`src/rtl/ddr_score_keeper.sv`:
```
// rtl/ddr_score_keeper.sv - score, combo and max-combo keeper with BCD display select
module ddr_score_keeper #(
  parameter int                  STATE_BITS  = 1,
  parameter logic [STATE_BITS:0] STATE_RESET = 2'b00,
  parameter logic [STATE_BITS:0] STATE_PAUSE = 2'b01,
  parameter logic [STATE_BITS:0] STATE_GAME  = 2'b10,
  parameter int                  PERFECT_PTS = 2,
  parameter int                  GOOD_PTS    = 1
) (
  input  logic                  clk,
  input  logic                  rst,
  input  logic [STATE_BITS:0]   game_state,
  input  logic                  display_combo_en,
  input  logic                  hit_perfect,
  input  logic                  hit_good,
  input  logic                  hit_miss,
  output logic [15:0]           score_bcd,
  output logic [15:0]           combo_bcd,
  output logic [15:0]           max_combo_bcd,
  output logic [15:0]           display_bcd,
  output logic                  show_combo,
  output logic                  game_active
);

  localparam logic [3:0] PERFECT_ADD = 4'(PERFECT_PTS);
  localparam logic [3:0] GOOD_ADD    = 4'(GOOD_PTS);

  typedef enum logic [1:0] {CLEAR, PLAY, HOLD, SHOW} state_t;

  state_t      state;
  state_t      state_next;
  logic [15:0] score;
  logic [15:0] combo;
  logic [15:0] max_combo;
  logic [15:0] combo_inc;

  // Adds a single digit to a 4-digit BCD value; a carry out of the top digit saturates at 9999.
  function automatic logic [15:0] bcd_add(input logic [15:0] a, input logic [3:0] b);
    logic [4:0]  d;
    logic        carry;
    logic [15:0] r;
    carry = 1'b0;
    r     = 16'h0000;
    for (int i = 0; i < 4; i++) begin
      d = {1'b0, a[i*4 +: 4]} + {1'b0, (i == 0) ? b : 4'd0} + {4'd0, carry};
      if (d > 5'd9) begin
        d     = d - 5'd10;
        carry = 1'b1;
      end else begin
        carry = 1'b0;
      end
      r[i*4 +: 4] = d[3:0];
    end
    if (carry) r = 16'h9999;
    return r;
  endfunction

  // Next mode follows game_state; any non-reset, non-game encoding behaves as pause.
  always_comb begin
    state_next = HOLD;
    if (game_state == STATE_RESET)      state_next = CLEAR;
    else if (game_state == STATE_GAME)  state_next = PLAY;
    else if (display_combo_en)          state_next = SHOW;
    else                                state_next = HOLD;
  end

  // Mode register.
  always_ff @(posedge clk) begin
    if (rst) state <= CLEAR;
    else     state <= state_next;
  end

  // Incremented combo, shared by perfect and good hits and by the max-combo update.
  always_comb begin
    combo_inc = bcd_add(combo, 4'd1);
  end

  // Counters: cleared in CLEAR, judged only while the registered mode is PLAY.
  always_ff @(posedge clk) begin
    if (rst || state == CLEAR) begin
      score     <= 16'h0000;
      combo     <= 16'h0000;
      max_combo <= 16'h0000;
    end else if (state == PLAY) begin
      if (hit_miss) begin
        combo <= 16'h0000;
      end else if (hit_perfect || hit_good) begin
        score <= bcd_add(score, hit_perfect ? PERFECT_ADD : GOOD_ADD);
        combo <= combo_inc;
        if (combo_inc > max_combo) max_combo <= combo_inc;
      end
    end
  end

  // Display word selected by the current mode.
  always_comb begin
    display_bcd = 16'h0000;
    case (state)
      PLAY, HOLD: display_bcd = score;
      SHOW:       display_bcd = max_combo;
      default:    display_bcd = 16'h0000;
    endcase
  end

  assign score_bcd     = score;
  assign combo_bcd     = combo;
  assign max_combo_bcd = max_combo;
  assign show_combo    = (state == SHOW);
  assign game_active   = (state == PLAY);

endmodule
```
`config.mk`:
```
export PLATFORM = sky130hd
export DESIGN_NAME = ddr_score_keeper
export DESIGN_NICKNAME = d
export VERILOG_FILES = /design/src/rtl/ddr_score_keeper.sv
export SDC_FILE = /design/constraint.sdc
export NUM_CORES = 1
export LEC_CHECK = 0
export BUFFER_PORTS_ARGS = -buffer_cell sky130_fd_sc_hd__buf_2
export CAP_MARGIN = 20
export CORE_MARGIN = 2
export CORE_UTILIZATION = 56
export CTS_BUF_LIST = sky130_fd_sc_hd__clkbuf_16
export CTS_CLUSTER_DIAMETER = 100
export DETAILED_ROUTE_END_ITERATION = 8
export PLACE_DENSITY = 0.78
export SYNTH_ARGS = -nofsm -noshare
export SYNTH_HDL_FRONTEND = slang
export SYNTH_SLANG_ARGS = --single-unit
```
`constraint.sdc`:
```
create_clock -name clk -period 8.6 [get_ports clk]
set_input_delay 0.43 -clock clk [delete_from_list [all_inputs] [get_ports clk]]
set_output_delay 0.43 -clock clk [all_outputs]
set_load 0.02 [all_outputs]
```
==> metrics.md <==
| Metric | Value |
|---|---|
| Die Wd | `86.67 um` |
| Slowest Stage Delay on Critical Path | `0.50 ns` |
| Clk sinks | `50` |
| Outcome | `completed` |
| GRT overflow | `0` |
| Max VDD drop | `0.08300 mV` |
| Most frequent cells in the layout | `buf_2, nor2_1, dfxtp_1, ha_1, inv_1` |
| MaxCap Viol Count | `0` |
| Crit path time final | `8.157 ns` |
| Input/output buffers | `73` |
| Yosys reg bits | `50` |
| Switch Pwr | `121.7 uW` |
| Cell Int Power | `384.5 uW` |
| Hold WC Path Type | `input port to flop` |
| Worst Path Arrival | `8.34 ns` |
| Via count | `3761` |
| Hold_buf cts | `0` |
| Drt first pass iters | `5` |
| Final Total Pwr | `506.2 uW` |
| Drc violations | `0` |
| Largest net degree at the start of global routing | `36` |
| Initial DRC count | `210` |
| Routed WL | `10030 um` |
| Clock buffer depth | `2` |
| Cell Rows | `30` |
| Setup violators final | `0` |
| Share of cells above drive strength 1 | `23.18%` |
| Critical Path RT | `8.78 ns` |
| Max-slew violation count | `0` |
| Global Route Usage Sum | `26.53%` |
| Area growth syn-to-layout | `16.48%` |
| Avg WL per Cell | `16.31 um` |
| Max Fclk | `0.1226 GHz` |
| Vias in the first global route | `3436` |
| Vias per inst | `6.115` |
| Worst Skew | `0.004414 ns` |
| DP Cell Count | `606` |
| Netlist Area Pre-Place | `3827 um2` |
| Rel. slew slack | `53.20%` |
| First-pass GRT wire length | `16290 um` |
| Power Density | `113.5 nW/um2` |
| CP endpoint kind | `flop` |
| Antenna diodes | `0` |
| Seq pwr share | `46.4%` |
| Initial Util | `56.96%` |
| Yosys warnings | `0` |
| GP Congestion | `0.9325` |
| Synth Net Count | `524` |
| CTS tree | `yes` |
| Setup Fix Bufs, Post-CTS | `0` |
| Static leakage power | `1.920 nW` |
| Sw Ratio | `24.04%` |
| Clk Latency, worst-skew pair | `0.29 ns` |
| Non-Filler Instances | `615` |
| Max FO, Critical Path | `11` |
| Mean Syn Cell Area | `8.109 um2` |
| Gate power share | `8.5%` |
| Clock Power Share | `45.1%` |
| Setup crit start kind | `flop` |
| Top FF cell, synth | `dfxtp_1` |
| CTS root buf | `clkbuf_16` |
| CTS buffer count | `5` |
| Post-synthesis sequential area ratio | `26.15%` |
| Distinct cells, synth | `66` |
| Chip height | `86.67 um` |
| Core area | `6719 um2` |
| Antenna violations before repair | `0` |
| Ports | `74` |
| Buf+Inv Stages, Crit Path | `2` |
| Slowest cell on the critical path | `o31ai_4` |
| EDFF count, synth | `0` |
| Critical path's top delay family | `compound AO/OA/AOI/OAI gates` |
| Commonest non-fill, non-tap cell in the layout | `buf_2` |
| CP Class | `flop to flop` |
| Tcrit/Tclk final | `94.85%` |
| Layout net count | `586` |
| Clock-pin slew on the worst setup and hold paths | `0.07 ns` |
| FFs w/ async S/R, synth | `0%` |
| Worst hold slack | `0.3587 ns` |
| Final Hold Fails | `0` |
| Die ar. | `7512 um2` |
| Worst slew pin tran | `0.7020 ns` |
| CTS H-tree depth | `2` |
| Mapped Cells | `472` |
| Crit path top cell by count | `ha_1` |
| Routed Antenna Nets | `0` |
| Post-DP HPWL | `7291 um` |
flip-flops by register name (all words and copies together) (netlist names):
name and count:
combo_bcd 16, max_combo_bcd 16, score_bcd 16, state 2
cell type report:
class	instances	area, um2
multi-input cells	359	2636
fillers	576	2261
flip-flops and latches	50	1003
repair buffers	77	395.4
inverters	41	153.9
clock buffers	5	125.1
well taps	80	100.1
clock inverters	3	43.79
worst paths after layout:
| check | endpoint | slack, ns | from | cells past startpoint |
|---|---|---|---|---|
| worst min-delay path | state[0] | 0.36 | rst | 2 |
| worst max register to register | max_combo_bcd[1] | 0.44 | combo_bcd[0] | 35 |
| worst max-delay path | max_combo_bcd[1] | 0.44 | combo_bcd[0] | 35 |
| worst min register to register | combo_bcd[4] | 0.48 | combo_bcd[4] | 2 |
synth_stat cells, types with 3 or more instances:
master      n  area share [%]
a211oi_1    7             1.4
a21boi_0    4            0.78
a21oi_1    23             3.0
a221oi_1    4            0.92
a22oi_1    25             4.9
a2bb2oi_1   7             1.6
a311oi_1    5             1.1
a31o_2      4            0.92
a31oi_1     3            0.49
a32oi_1     3            0.69
and2_1      5            0.82
and3_1      3            0.49
clkbuf_1   19             1.9
dfxtp_1    50              26
ha_1       43              14
inv_1      41             4.0
mux2i_1     9             2.4
nand2_1    35             3.4
nand2b_1   12             2.0
nand3_1    11             1.4
nor2_1     57             5.6
nor2b_1     4            0.65
nor3b_1     3            0.59
nor4_1      5            0.82
o21a_1      3            0.59
o21ai_0     7            0.92
o221a_2     7             2.1
or2_2       4            0.65
xnor2_1    18             4.1
xor2_1      4            0.92
worst reg2reg max path, delay by kind of cell, from the launching register on:
kind / cells / cell delay (ns)
flip-flops: 1 / 0.40
AND/OR/NAND/NOR: 11 / 2.38
buffers and inverters: 2 / 0.18
XOR/XNOR: 1 / 0.17
AO/OA/AOI/OAI: 11 / 2.48
adder cells (fa/ha/maj): 10 / 2.45
what timing repair did:
item                                   4_1_cts  5_1_grt
endpoints found under the hold margin        0        0
setup endpoints to repair                    0       16
gates resized for setup                      0       13
through the flow:
step,setup WS (ns),util (%),area [um2],setup TNS (ns)
finish,0.4429,66.35,4458,0
global route,-0.06343,66.35,4458,-0.2587
CTS,0.2633,65.44,4397,0
floorplan,0.7802,-,3827,0
global placement,0.7160,62.92,4228,0
detailed placement,0.3907,62.92,4228,0
layer usage:
metal  GRT usage [%]  share of wire (%)  vias up  wire [um]
met1           34.92                 45     1803       4551
li1                -                  -     1825          -
met3           3.333                4.6       15        459
met4           5.966                1.1        0        107
met2           46.36                 49      118       4913
met5               0                  0        -          0
cell families (layout without fill, tap and decap cells):
| family | after synthesis | count (layout) | share of synthesized area [%] |
|---|---|---|---|
| buf+inv | 63 | 126 | 6.571 |
| flops | 50 | 50 | 26.15 |
| xor+xnor | 22 | 22 | 5.034 |
| fa+ha+maj | 44 | 44 | 14.58 |
| simple gates | 160 | 160 | 21.02 |
| mux | 9 | 9 | 2.354 |
| compound gates | 124 | 124 | 24.29 |
power by group through the flow:
stage / Combinational [mW] / Clock (mW) / Sequential [mW]
finish: 0.0430 / 0.228 / 0.235
floorplan: 0.0285 / 0 / 0.241
global placement: 0.0417 / 0 / 0.240
global route: 0.0470 / 0.237 / 0.235
CTS: 0.0419 / 0.229 / 0.235
detailed placement: 0.0418 / 0 / 0.240
(Power assumes the default switching activity.)
